`src/rtl/muldiv_unit.sv`:
```
// rtl/muldiv_unit.sv - iterative RV32M multiply/divide unit, one radix-2 step per cycle
module muldiv_unit #(
    parameter int XLEN = 32,
    parameter int RD_W = 5
) (
    input  logic            clk,
    input  logic            resetn,
    input  logic            start,
    input  logic [2:0]      op,
    input  logic [XLEN-1:0] a,
    input  logic [XLEN-1:0] b,
    input  logic [RD_W-1:0] rd_in,
    input  logic            flush,
    output logic            busy,
    output logic            done,
    output logic [XLEN-1:0] result,
    output logic [RD_W-1:0] rd_out
);
    localparam int CW = $clog2(XLEN);

    typedef enum logic [1:0] {S_IDLE, S_CALC, S_DONE} state_t;

    state_t            r_state, w_state_next;
    logic [2:0]        r_op;
    logic              r_neg;
    logic [RD_W-1:0]   r_rd;
    logic [CW-1:0]     r_count;
    logic [XLEN-1:0]   r_dvs;
    logic [2*XLEN-1:0] r_acc;
    logic [XLEN-1:0]   r_result;
    logic [RD_W-1:0]   r_rd_out;

    logic              w_a_signed, w_b_signed, w_sa, w_sb, w_neg_in;
    logic [XLEN-1:0]   w_a_mag, w_b_mag;
    logic              w_div0, w_ovf, w_special, w_accept, w_last;
    logic [XLEN-1:0]   w_special_res;
    logic [XLEN-1:0]   w_rem;
    logic [XLEN:0]     w_lhs, w_rhs;
    logic [XLEN+1:0]   w_sum;
    logic [2*XLEN-1:0] w_acc_next, w_prod;
    logic [XLEN-1:0]   w_div_pick, w_div_res, w_mul_res, w_final;

    // Signed operand decode: MUL/MULH/DIV/REM sign both, MULHSU only a
    assign w_a_signed = (!op[2] && (op[1:0] != 2'b11)) || (op[2] && !op[0]);
    assign w_b_signed = (!op[2] && !op[1]) || (op[2] && !op[0]);
    assign w_sa       = w_a_signed && a[XLEN-1];
    assign w_sb       = w_b_signed && b[XLEN-1];
    assign w_neg_in   = (op[2] && op[1]) ? w_sa : (w_sa ^ w_sb);
    assign w_a_mag    = w_sa ? (~a + 1'b1) : a;
    assign w_b_mag    = w_sb ? (~b + 1'b1) : b;

    assign w_div0        = op[2] && (b == '0);
    assign w_ovf         = op[2] && !op[0] && (a == {1'b1, {(XLEN-1){1'b0}}}) && (b == '1);
    assign w_special     = w_div0 || w_ovf;
    assign w_special_res = w_div0 ? (op[1] ? a : '1) : (op[1] ? '0 : a);
    assign w_accept      = (r_state == S_IDLE) && start && !flush;
    assign w_last        = (r_count == CW'(XLEN-1));

    // Shared adder: adds the multiplicand, or subtracts the divisor from the shifted remainder
    assign w_rem = r_acc[2*XLEN-1:XLEN];
    assign w_lhs = r_op[2] ? {w_rem, r_acc[XLEN-1]} : {1'b0, w_rem};
    assign w_rhs = r_op[2] ? ~{1'b0, r_dvs} : {1'b0, r_dvs};
    assign w_sum = {1'b0, w_lhs} + {1'b0, w_rhs} + {{(XLEN+1){1'b0}}, r_op[2]};

    always_comb begin
        w_acc_next = r_acc;
        if (r_op[2]) begin
            if (w_sum[XLEN+1])
                w_acc_next = {w_sum[XLEN-1:0], r_acc[XLEN-2:0], 1'b1};
            else
                w_acc_next = {w_lhs[XLEN-1:0], r_acc[XLEN-2:0], 1'b0};
        end else begin
            if (r_acc[0])
                w_acc_next = {w_sum[XLEN:0], r_acc[XLEN-1:1]};
            else
                w_acc_next = {1'b0, w_rem, r_acc[XLEN-1:1]};
        end
    end

    // The product is negated over its full width so the high half carries correctly
    assign w_prod     = r_neg ? -w_acc_next : w_acc_next;
    assign w_mul_res  = (r_op[1:0] == 2'b00) ? w_prod[XLEN-1:0] : w_prod[2*XLEN-1:XLEN];
    assign w_div_pick = r_op[1] ? w_acc_next[2*XLEN-1:XLEN] : w_acc_next[XLEN-1:0];
    assign w_div_res  = r_neg ? -w_div_pick : w_div_pick;
    assign w_final    = r_op[2] ? w_div_res : w_mul_res;

    always_comb begin
        w_state_next = r_state;
        case (r_state)
            S_IDLE:  if (start) w_state_next = w_special ? S_DONE : S_CALC;
            S_CALC:  if (w_last) w_state_next = S_DONE;
            S_DONE:  w_state_next = S_IDLE;
            default: w_state_next = S_IDLE;
        endcase
        if (flush) w_state_next = S_IDLE;
    end

    always_ff @(posedge clk or negedge resetn) begin
        if (!resetn) r_state <= S_IDLE;
        else         r_state <= w_state_next;
    end

    always_ff @(posedge clk or negedge resetn) begin
        if (!resetn) begin
            r_op     <= '0;
            r_neg    <= 1'b0;
            r_rd     <= '0;
            r_count  <= '0;
            r_dvs    <= '0;
            r_acc    <= '0;
            r_result <= '0;
            r_rd_out <= '0;
        end else if (w_accept) begin
            r_op    <= op;
            r_neg   <= w_neg_in;
            r_rd    <= rd_in;
            r_count <= '0;
            r_dvs   <= w_b_mag;
            r_acc   <= {{XLEN{1'b0}}, w_a_mag};
            if (w_special) begin
                r_result <= w_special_res;
                r_rd_out <= rd_in;
            end
        end else if (r_state == S_CALC && !flush) begin
            r_acc   <= w_acc_next;
            r_count <= r_count + 1'b1;
            if (w_last) begin
                r_result <= w_final;
                r_rd_out <= r_rd;
            end
        end
    end

    assign busy   = w_accept || (r_state == S_CALC);
    assign done   = (r_state == S_DONE);
    assign result = r_result;
    assign rd_out = r_rd_out;
endmodule

```
`config.mk`:
```
export PLATFORM = sky130hd
export DESIGN_NAME = muldiv_unit
export DESIGN_NICKNAME = d
export VERILOG_FILES = /design/src/rtl/muldiv_unit.sv
export SDC_FILE = /design/constraint.sdc
export NUM_CORES = 1
export LEC_CHECK = 0
export ABC_AREA = 1
export ABC_CLOCK_PERIOD_IN_PS = 5050
export BUFFER_PORTS_ARGS = -buffer_cell sky130_fd_sc_hd__buf_2
export CORE_UTILIZATION = 55
export DETAILED_ROUTE_END_ITERATION = 8
export PLACE_DENSITY = 0.79
export SETUP_SLACK_MARGIN = 0.05
export SLEW_MARGIN = 0
export SYNTH_ARGS = -nofsm -noshare
export SYNTH_HDL_FRONTEND = slang
export SYNTH_SLANG_ARGS = --single-unit
```
`constraint.sdc`:
```
create_clock -name clk -period 5.05 [get_ports clk]
set_input_delay 0.7575 -clock clk [delete_from_list [all_inputs] [get_ports clk]]
set_output_delay 0.7575 -clock clk [all_outputs]
set_load 0.1 [all_outputs]
```
; Word-level counts from Yosys, hierarchy flattened
; Index checks and enable logic that the tools add are counted.
[classes]
bitwise_logic = 4
n_eq_ne = 9
muxes = 33
n_addsub = 7
n_reduce_logical = 27
[ops]
columns = cell, count
row1 = $mux W32, 13
row2 = $mux W64, 6
row3 = $mux W33, 2
row4 = $add A32 B1 Y32 const B, 2
row5 = $eq A32 B32 Y1 const B, 2
row6 = $neg A64 Y64, 1
row7 = $not A32 Y32, 2
row8 = $add A33 B33 Y34, 1
row9 = $add A34 B1 Y34, 1
row10 = $not A32 Y33, 1
row11 = $logic_not A32 Y1, 1
row12 = $neg A32 Y32, 1
row13 = $mux W5, 6
row14 = $logic_and A1 B1 Y1, 12
row15 = $mux W2, 4
row16 = $ne A3 B3 Y1 const B, 2
row17 = $add A5 B1 Y5 const B, 1
row18 = $eq A5 B5 Y1 const B, 1
row19 = $logic_not A1 Y1, 4
row20 = $logic_not A2 Y1, 2
row21 = $logic_or A1 B1 Y1, 4
row22 = $ne A2 B2 Y1 const B, 2
row23 = $pmux W2 S2, 1
row24 = $reduce_bool A2 Y1, 2
row25 = other kinds (6), 6
[word_totals]
regBits = 149
elab_cells = 89
in_bits = 76
output_inout_bits = 39

; Depth between registers and ports, before layout
[depth]
word_depth = 13
ltp_mapped = 42
depth_no_buf = 36

; Least setup slack after synthesis
; Ideal clock, no wire load.
[synth_path]
path_type = reg-to-reg
from = reg r_op[2]
to = reg r_result[22], in the netlist result[22]
setup_ps = 78
arrival_ps = 5292
path_stages_with_launch = 38
synth_period_minus_slack_ps = 5369
n_path_buf = 9
required_ps = 4972
slack_ps = -319
cell_sequence = dfrtp_1 > buf_6 > buf_6 > buf_6 > buf_2 > buf_2 > buf_2 > clkbuf_1 > buf_2 > buf_2 > xor2_1 > ha_1 > a21oi_1 > nor2_1 > o21ai_1 > nand2_1 > nor2_4 > nand2_8 > [... 2 more ...] > nand2_1 > nor2_4 > nand2_1 > nor2_2 > nand2_1 > nor2_2 > nand4_1 > nor2_1 > nand3_1 > nor2_1 > nand2_1 > nand2_1 > nand2_1 > a21oi_1 > o21ai_1 > nand2_1 > nand3_1 > a21boi_1
[synth_between]
elab_chain_len = 12
word_cells_on_any_way = 17
classes_between = add/sub (4) / mux (13)
[synth_lines]
columns = item, line
row1 = start: declaration, 24  ; logic [2:0] r_op;
row2 = start signal: assignment, 114  ; r_op <= op;
row3 = $mux W33 (on tied branches), "61, 62"
row4 = $add A33 B33 Y34, 63  ; assign w_sum = {1'b0, w_lhs} + {1'b0, w_rhs} + {{(XLEN+1){1'b0}}, r_op[2]};
row5 = $add A34 B1 Y34, 63
row6 = $mux W64 (on tied branches), "68, 73"
row7 = $mux W64, 67  ; if (r_op[2]) begin
row8 = $neg A64 Y64 / $mux W32 (equally long branches), "81, 83"
row9 = $mux W64 / $neg A32 Y32 (equally long branches), "81, 84"
row10 = $mux W32 (on tied branches), "82, 84"
row11 = $mux W32 *, 85  ; assign w_final = r_op[2] ? w_div_res : w_mul_res;
row12 = $mux W32 *, 127  ; if (w_last) begin
row13 = $mux W32 *, 124  ; end else if (r_state == S_CALC && !flush) begin
row14 = $mux W32 *, 113  ; end else if (w_accept) begin
row15 = end signal: assignment, 121  ; r_result <= w_special_res;
row16 = end signal: assignment, 128  ; r_result <= w_final;
row17 = end: declaration, 30  ; logic [XLEN-1:0] r_result;
; Mark *: on every way between the ends. The rest lies on a longest branch, timed or not. The select of a mux whose other input is x is not followed.
; A chain may end at the register's enable or synchronous reset.

; Worst setup path after layout
[layout_path]
from = reg r_op[2]
to = reg r_result[6], in the netlist result[6]
; Same word-level chain as after synthesis.

==> out/results.ini <==
[layout]
drive_gt1_frac=0.1647
nets=3175
stdcell_count=3463
area_growth_pct=16.12
final_core_util=0.6544
postLayoutCellArea_mm2=0.01960
fillers=2838
antenna_cells=0

[floorplan]
die_y_um=177.2
die_x_um=177.2
rows=63
start_util=0.5635
core_mm2=0.02995
dieArea_mm2=0.03139
ioPinCount=115

[detailed_routing]
antenna_left=0
routedWlPerCell_um=19.94
viasPerCell=6.003
wl_um=69070
drt_first_iter_violations=2885
num_vias=20790
firstDrtPassIters=9
drc=1

[grt]
antenna_found_initial=1
grt_pass1_wl_um=105600
grt_overflow=0
grt_start_max_net_pins=84
grt_usage=0.4423
first_global_vias=18870

[clock_network]
clockRootBuffer=clkbuf_16
h-tree-depth=4
clk_pin_slew_ps=80
cts_sinks=149
max-clock-path-buffers=2
clk_latency_ps=460
cts-buffers-inserted=17
tritoncts=yes
holdBufCountCts=0

[synth]
synth_commonest_cells=866 x nand2_1, 330 x inv_1, 260 x nor2_1
yosys.area.top_type=dfrtp_1
syn_nets=2969
netlist-cell-type-count=61
syn_area_per_cell_um2=5.914
synth.most_common_cell=nand2_1
synth_seq_area_share=0.2209
ys_warn_count=0
ys_top_cells_by_area=dfrtp_1 22%, nand2_1 19%, o21ai_0 7.6%
async_flop_share=1.000
synth_cells=2854
synth_edf_count=0
netlist_area_mm2=0.01688
synth_flop_cell=dfrtp_1
synth_seq_cells=149
synth_top_area_share=0.2209

[setup_path]
cp.required_ps=5380
crit_fanout=37
crit_buf_inv=3
r2r_cells=26
crit_path_end_kind=flip-flop
crit_family=simple AND/OR/NAND/NOR gates
slowest_delay_ps=510
cpMostUsedCell=o21ai_0
cp.depth=26
worstSetupStartpointType=flip-flop
path_class=flip-flop to flip-flop
worstPathArrival_ps=5220
cp_slowest_cell=dfrtp_4

[min_path]
hold_class=primary input to asynchronous set/reset pin

[placement]
place_area_mm2=0.01886
io_buffers=114
dp_hpwl_um=53840
place_congestion=1.090
dpl.cell_count=3428

[timing]
finalSetupTns_ps=0
fin_crit_sh=0.9687
tightest_slew_ps=1263
relSlewSlack=0.1568
max_freq_mhz=204.4
skew_ps=19.16
hold_violations=0
layout_min_cycle_time_ps=4892
rsz0062_at_grt=false
setup_viol=0
maxSlewViolCount=0

[job]
cap_violations=0

[power_and_ir_drop]
power_density_mw_per_mm2=724.0
p_leak_uw=0.01016
ir_drop_v=0.0006107

[status]
status=finished with violations
violations=DRC

==> path summary, 6_finish.rpt <==
path                              start   endpoint  slack, ps
worst max-delay path            r_op[2]  result[6]        160
worst min-delay path             resetn  r_acc[53]        360
worst max register to register  r_op[2]  result[6]        160
worst min register to register  r_rd[2]    r_rd[2]        480
max in group asynchronous        resetn      r_neg       3410
min in group clk                r_rd[2]    r_rd[2]        480
==> final cells by class <==
cell class | instances | area (um2) | share of cell area
multi-input cells | 2233 | 11370 | 0.5800
flip-flops and latches | 149 | 3734 | 0.1905
repair buffers | 310 | 2086 | 0.1064
inverters | 349 | 1310 | 0.06683
well taps | 390 | 488.0 | 0.02489
clock buffers | 18 | 429.2 | 0.02189
clock inverters | 14 | 185.2 | 0.009447
==> timing repair <==
item	in CTS	in global routing
setup buffers	0	3
gates resized for setup	0	31
endpoints found under the setup margin	0	27
==> metrics by stage <==
step                      total power, uW  worst slack (ps)  hold WS, ps
after CTS                           13740             172.0        382.7
final                               14190             157.9        363.0
after global routing                15060             20.95        410.1
after floorplan                      8756             49.42        433.1
after detailed placement            12310             193.7        463.0
after global placement              12200             203.6        450.7
==> registers in the layout (all words and copies together) (netlist names) <==
name and count:
r_dvs 32, r_count 5, r_rd 5, r_state 2
r_acc 64, rd_out 5, r_neg 1, result 32
r_op 3
==> report_power, final <==
group	leakage [uW]	switching [uW]	internal, uW	total, uW
Clock	0.000293	624	753	1380
Combinational	0.00803	7410	3410	10800
Sequential	0.00184	374	1630	2000
Total	0.0102	8410	5790	14200
==> cell families after synthesis <==
| group | Yosys count | synth area share |
|---|---|---|
| XOR/XNOR | 121 | 0.06278 |
| flip-flops | 149 | 0.2209 |
| buffers and inverters | 472 | 0.1135 |
| AO/OA/AOI/OAI | 558 | 0.1889 |
| adder cells (fa/ha/maj) | 39 | 0.02935 |
| AND/OR/NAND/NOR | 1515 | 0.3846 |
==> routing by layer <==
layer,track usage,vias up,share of wire
met5,0,-,0.00028
met4,0.1505,2,0.037
met3,0.1244,189,0.13
met2,0.6491,1399,0.42
met1,0.6173,9548,0.41
li1,-,9649,-
==> cells in the final DEF, fill, tap and decap left out, drive strengths merged, types with 10 or more instances in the layout <==
cell,count
xor2,86
o21ai,310
xnor2,35
dfrtp,149
ha,38
buf,310
nand4,44
nor3,38
clkbuf,18
nand2,889
clkinv,10
o22ai,36
or2,24
o211ai,15
nor4,10
a21oi,142
nor2,287
inv,349
nand3,213
a21boi,21
Note: power is estimated with default switching activity, not from simulation.
